--- src/rtl/traffic_mode_scheduler.sv ---
// Traffic mode scheduler: averages car-count samples per window, classifies flow with
// hysteresis and commits a new traffic_sel only at a safe Signal_CU phase boundary.
module traffic_mode_scheduler #(
   parameter int         CNT_W       = 8,
   parameter int         WIN_LOG2    = 3,
   parameter int         LOW_TH      = 4,
   parameter int         HIGH_TH     = 12,
   parameter int         HYST        = 2,
   parameter int         HOLD_PHASES = 2,
   parameter logic [1:0] SAFE_STATE  = 2'b00
) (
   input  logic             clk,
   input  logic             reset,
   input  logic [CNT_W-1:0] i_car_cnt,
   input  logic             i_cnt_valid,
   output logic             o_cnt_ready,
   input  logic [1:0]       i_tr_state,
   input  logic             i_tr_valid,
   output logic [1:0]       o_traffic_sel,
   output logic             o_sel_update,
   output logic [CNT_W-1:0] o_avg,
   output logic             o_pending
);

   localparam int SUM_W  = CNT_W + WIN_LOG2;
   localparam int HOLD_W = (HOLD_PHASES < 1) ? 1 : $clog2(HOLD_PHASES + 1);

   localparam logic [1:0] ST_ACCUM = 2'd0;
   localparam logic [1:0] ST_EVAL  = 2'd1;
   localparam logic [1:0] ST_PEND  = 2'd2;

   localparam logic [1:0] MODE_NORMAL = 2'b00;
   localparam logic [1:0] MODE_LOW    = 2'b01;
   localparam logic [1:0] MODE_HIGH   = 2'b10;

   logic [1:0]          state_q, state_d;
   logic [SUM_W-1:0]    sum_q, sum_d;
   logic [WIN_LOG2-1:0] cnt_q, cnt_d;
   logic [HOLD_W-1:0]   hold_q, hold_d;
   logic [1:0]          cand_q, cand_d;
   logic [1:0]          sel_q, sel_d;
   logic                upd_q, upd_d;
   logic [CNT_W-1:0]    avg_q, avg_d;

   logic [CNT_W-1:0]    avg;
   int                  avgInt;
   logic [1:0]          cand;
   logic                accept;
   logic                commit;

   assign o_cnt_ready   = (state_q == ST_ACCUM) && reset;
   assign o_pending     = (state_q == ST_PEND);
   assign o_traffic_sel = sel_q;
   assign o_sel_update  = upd_q;
   assign o_avg         = avg_q;

   assign accept = i_cnt_valid && o_cnt_ready;
   assign commit = (state_q == ST_PEND) && i_tr_valid && (i_tr_state == SAFE_STATE);
   assign avg    = CNT_W'(sum_q >> WIN_LOG2);

   // Leaving LOW or HIGH needs the average to clear the threshold by HYST to avoid flapping.
   always_comb begin
      avgInt = int'(avg);
      cand   = sel_q;
      case (sel_q)
         MODE_LOW: begin
            if (avgInt > LOW_TH + HYST)
               cand = (avgInt >= HIGH_TH) ? MODE_HIGH : MODE_NORMAL;
         end
         MODE_HIGH: begin
            if (avgInt < HIGH_TH - HYST)
               cand = (avgInt <= LOW_TH) ? MODE_LOW : MODE_NORMAL;
         end
         default: begin
            if (avgInt <= LOW_TH)
               cand = MODE_LOW;
            else if (avgInt >= HIGH_TH)
               cand = MODE_HIGH;
            else
               cand = MODE_NORMAL;
         end
      endcase
   end

   always_comb begin
      state_d = state_q;
      sum_d   = sum_q;
      cnt_d   = cnt_q;
      cand_d  = cand_q;
      sel_d   = sel_q;
      upd_d   = 1'b0;
      avg_d   = avg_q;
      hold_d  = hold_q;

      if (i_tr_valid && (hold_q != '0))
         hold_d = hold_q - 1'b1;

      case (state_q)
         ST_ACCUM: begin
            if (accept) begin
               sum_d = sum_q + SUM_W'(i_car_cnt);
               cnt_d = cnt_q + 1'b1;
               if (cnt_q == '1)
                  state_d = ST_EVAL;
            end
         end
         ST_EVAL: begin
            avg_d = avg;
            if ((cand == sel_q) || (hold_q != '0)) begin
               sum_d   = '0;
               cnt_d   = '0;
               state_d = ST_ACCUM;
            end else begin
               cand_d  = cand;
               state_d = ST_PEND;
            end
         end
         ST_PEND: begin
            // The commit reload overrides any hold decrement in the same cycle.
            if (commit) begin
               sel_d   = cand_q;
               upd_d   = 1'b1;
               hold_d  = HOLD_W'(HOLD_PHASES);
               sum_d   = '0;
               cnt_d   = '0;
               state_d = ST_ACCUM;
            end
         end
         default: begin
            state_d = ST_ACCUM;
         end
      endcase
   end

   always_ff @(posedge clk) begin
      if (!reset) begin
         state_q <= ST_ACCUM;
         sum_q   <= '0;
         cnt_q   <= '0;
         hold_q  <= '0;
         cand_q  <= MODE_NORMAL;
         sel_q   <= MODE_NORMAL;
         upd_q   <= 1'b0;
         avg_q   <= '0;
      end else begin
         state_q <= state_d;
         sum_q   <= sum_d;
         cnt_q   <= cnt_d;
         hold_q  <= hold_d;
         cand_q  <= cand_d;
         sel_q   <= sel_d;
         upd_q   <= upd_d;
         avg_q   <= avg_d;
      end
   end

endmodule

--- config.mk ---
export PLATFORM = sky130hd
export DESIGN_NAME = traffic_mode_scheduler
export DESIGN_NICKNAME = d
export VERILOG_FILES = /design/src/rtl/traffic_mode_scheduler.sv
export SDC_FILE = /design/constraint.sdc
export NUM_CORES = 1
export LEC_CHECK = 0
export CAP_MARGIN = 40
export CORE_UTILIZATION = 58
export DETAILED_ROUTE_END_ITERATION = 8
export PLACE_DENSITY_LB_ADDON = 0.3
export SYNTH_ARGS = -nofsm -noshare
export SYNTH_HDL_FRONTEND = slang
export SYNTH_SLANG_ARGS = --single-unit
export TNS_END_PERCENT = 100
--- constraint.sdc ---
create_clock -name clk -period 4.55 [get_ports clk]
set_clock_uncertainty 0.2 [all_clocks]
set_input_delay 1.1375 -clock clk [delete_from_list [all_inputs] [get_ports clk]]
set_output_delay 1.1375 -clock clk [all_outputs]
set_load 0.02 [all_outputs]
==> results.py <==
metrics = {
    "run_status": {
        "outcome": "finished, violations left",
        "violations": "design-rule violations",
    },
    "synthesis": {
        "syn-cell-area_um2": 1810,
        "ys_ff_latch": 31,
        "yosysTopAreaCellShare": 0.343,
        "syn_area_per_cell_um2": 8.90,
        "yosys.area.top_type": "dfxtp_1",
        "synth_fp_nets": 234,
        "synthTopCellsByArea": "dfxtp_1 (34%), ha_1 (11%), mux2i_1 (5.0%), nor2_1 (4.8%), a21oi_1 (4.2%)",
        "ys.flop_type": "dfxtp_1",
        "yosys_warnings": 0,
        "synth_edf_count": 0,
        "synth_cells": 203,
        "async_flop_share": 0,
        "synthDistinctLibCells": 50,
        "synth.yosys.seq_area_share": 0.343,
    },
    "sta": {
        "setup_tns_ps": 0,
        "fin_crit_ps": 3830,
        "setup_viol": 0,
        "timing.fmax_ghz": 0.261,
        "finalHoldViolCount": 0,
        "tightest_slew_ps": 888,
        "drv_slew": 0,
        "timing.hold.ws_ps": 267,
        "rsz0062_at_grt": "false",
        "slew_headroom": 0.408,
        "final.period_utilization": 0.841,
    },
    "worst_setup_path": {
        "path_class": "input pin to output pin",
        "cp.required_ps": 3210,
        "critPathMaxFanout": 12,
        "cp-end-kind": "output pin",
        "crit_arrival_ps": 2490,
        "critPathLaunchType": "input pin",
    },
    "clocking": {
        "cts-hold-fix-buffers": 0,
        "clkLatencyLatePin_ps": 340,
        "cts_tree": "built",
        "cts_made_buffers": 5,
        "root_buffer": "clkbuf_4",
        "numClockSinks": 31,
        "cts_max_level": 2,
        "clkTransAtPathRegs_ps": 80,
        "cts_resized": 0,
        "cts_buffer_depth": 2,
        "cts_setup_buffers": 0,
    },
    "power": {
        "p_int_w": 0.000397,
        "powerDensity_nw_per_um2": 257,
        "pwr-share-clk": 0.303,
        "switching_share": 0.279,
        "p_comb_frac": 0.172,
        "seqPwrFrac": 0.525,
        "vdd_drop_max_mv": 0.149,
        "finalPower_w": 0.000550,
        "switchingPower_w": 0.000153,
        "p_leak_nw": 0.837,
    },
    "drt": {
        "drc_errors": 2,
        "route.vias.total": 1579,
        "drt_iter0_drc": 40,
        "ant_nets": 0,
        "routed_via_density": 6.05,
        "drt_first_pass_iters": 6,
        "drt_wl_total_um": 3860,
        "avgRoutedWirePerCell_um": 14.8,
    },
    "placed_design": {
        "dp_hpwl_um": 2870,
        "portBuffers": 26,
        "gp_congestion": 0.804,
        "dpl_cell_area_um2": 2080,
    },
    "layout": {
        "final_cell_area_um2": 2140,
        "utilization": 0.749,
        "nNetsFinal": 261,
        "drive_above_1_share": 0.0696,
        "antenna_cells": 0,
        "layout_common_cells": "dfxtp_1 (31), clkdlybuf4s50_1 (26), nor2_1 (23), nand2_1 (16), ha_1 (16)",
        "syn_to_final_growth_pct": 18.3,
        "final_common_cell": "dfxtp_1",
    },
    "global_route": {
        "grt_pass1_wl_um": 6530,
        "antenna_found_initial": 0,
        "grt_max_degree": 27,
        "grtUsageTotal": 0.254,
        "first_global_vias": 1559,
        "gr-total-overflow": 0,
    },
    "floorplan": {
        "rows": 19,
        "die_h_um": 57.8,
        "core-area_um2": 2850,
        "chipWidth_um": 57.8,
        "die_area_um2": 3340,
        "io-pin-count": 27,
        "initial_utilization": 0.633,
    },
    "run": {
        "cap_violations": 0,
    },
    "hold_path": {
        "hold_path_class": "flop to flop",
    },
}
## cell type report
cell class	count	area [um^2]
clock buffer	6	51.3
multi-input combinational	155	1110
clock inverter	1	5.00
timing repair buffer	28	275
tap	31	38.8
sequential	31	621
fill	227	716
inverter	9	33.8
## power groups by stage
stage / combinational, W / clock [W] / sequential [W]
3_5_place_dp: 0.0000934 / 0 / 0.000295
3_3_place_gp: 0.0000883 / 0 / 0.000294
2_1_floorplan: 0.0000676 / 0 / 0.000292
4_1_cts: 0.0000941 / 0.000169 / 0.000289
6_report: 0.0000946 / 0.000167 / 0.000289
5_1_grt: 0.000105 / 0.000178 / 0.000290
## logic make-up after synthesis
group	synth area share
AO/OA/AOI/OAI	0.213
flip-flops	0.343
AND/OR/NAND/NOR	0.206
buffers and inverters	0.0409
multiplexers	0.0499
XOR/XNOR	0.0242
adder cells (fa/ha/maj)	0.122
## state kept, by name (all words and copies together) (netlist names)
signal / count
cnt_q: 3
hold_q: 2
o_sel_update: 1
sum_q: 11
state_q: 2
cand_q: 2
o_traffic_sel: 2
o_avg: 8
## cell usage after synthesis, types with 3 or more instances
cell,n
a21oi_1,15
xnor2_1,3
dfxtp_1,31
or3b_1,4
o211ai_1,4
nor2_1,23
or3_1,4
nor3_1,5
inv_1,8
o21ai_0,7
nand3_1,4
clkbuf_1,5
mux2i_1,9
ha_1,16
nand2_1,16
o211a_1,3
nor2b_1,4
o41ai_1,3
## critical path, cell delays in order
cell and delay [ps]:
clkdlybuf4s50_1 460, buf_4 170, and2_1 130, clkdlybuf4s50_1 590
## per-stage QoR
stage	instances	setup slack [ps]
after floorplan	203	1230
final	261	723
after detailed placement	254	549
after CTS	261	717
after global placement	254	686
after global routing	261	619
## worst paths after layout
kind                            slack (ps)  startpoint          end  cells after the start
worst max-delay path                   720       reset  o_cnt_ready                      4
worst max register to register        1710    sum_q[0]    sum_q[10]                      9
worst min-delay path                   270    sum_q[2]     sum_q[2]                      2
worst min register to register         270    sum_q[2]     sum_q[2]                      2
## per-layer routing
metal / share of wire / track usage
met1: 0.45 / 0.289
met2: 0.50 / 0.453
met3: 0.030 / 0.0469
met4: 0.020 / 0.129
met5: 0 / 0
Note: power is estimated with default switching activity, not from simulation.
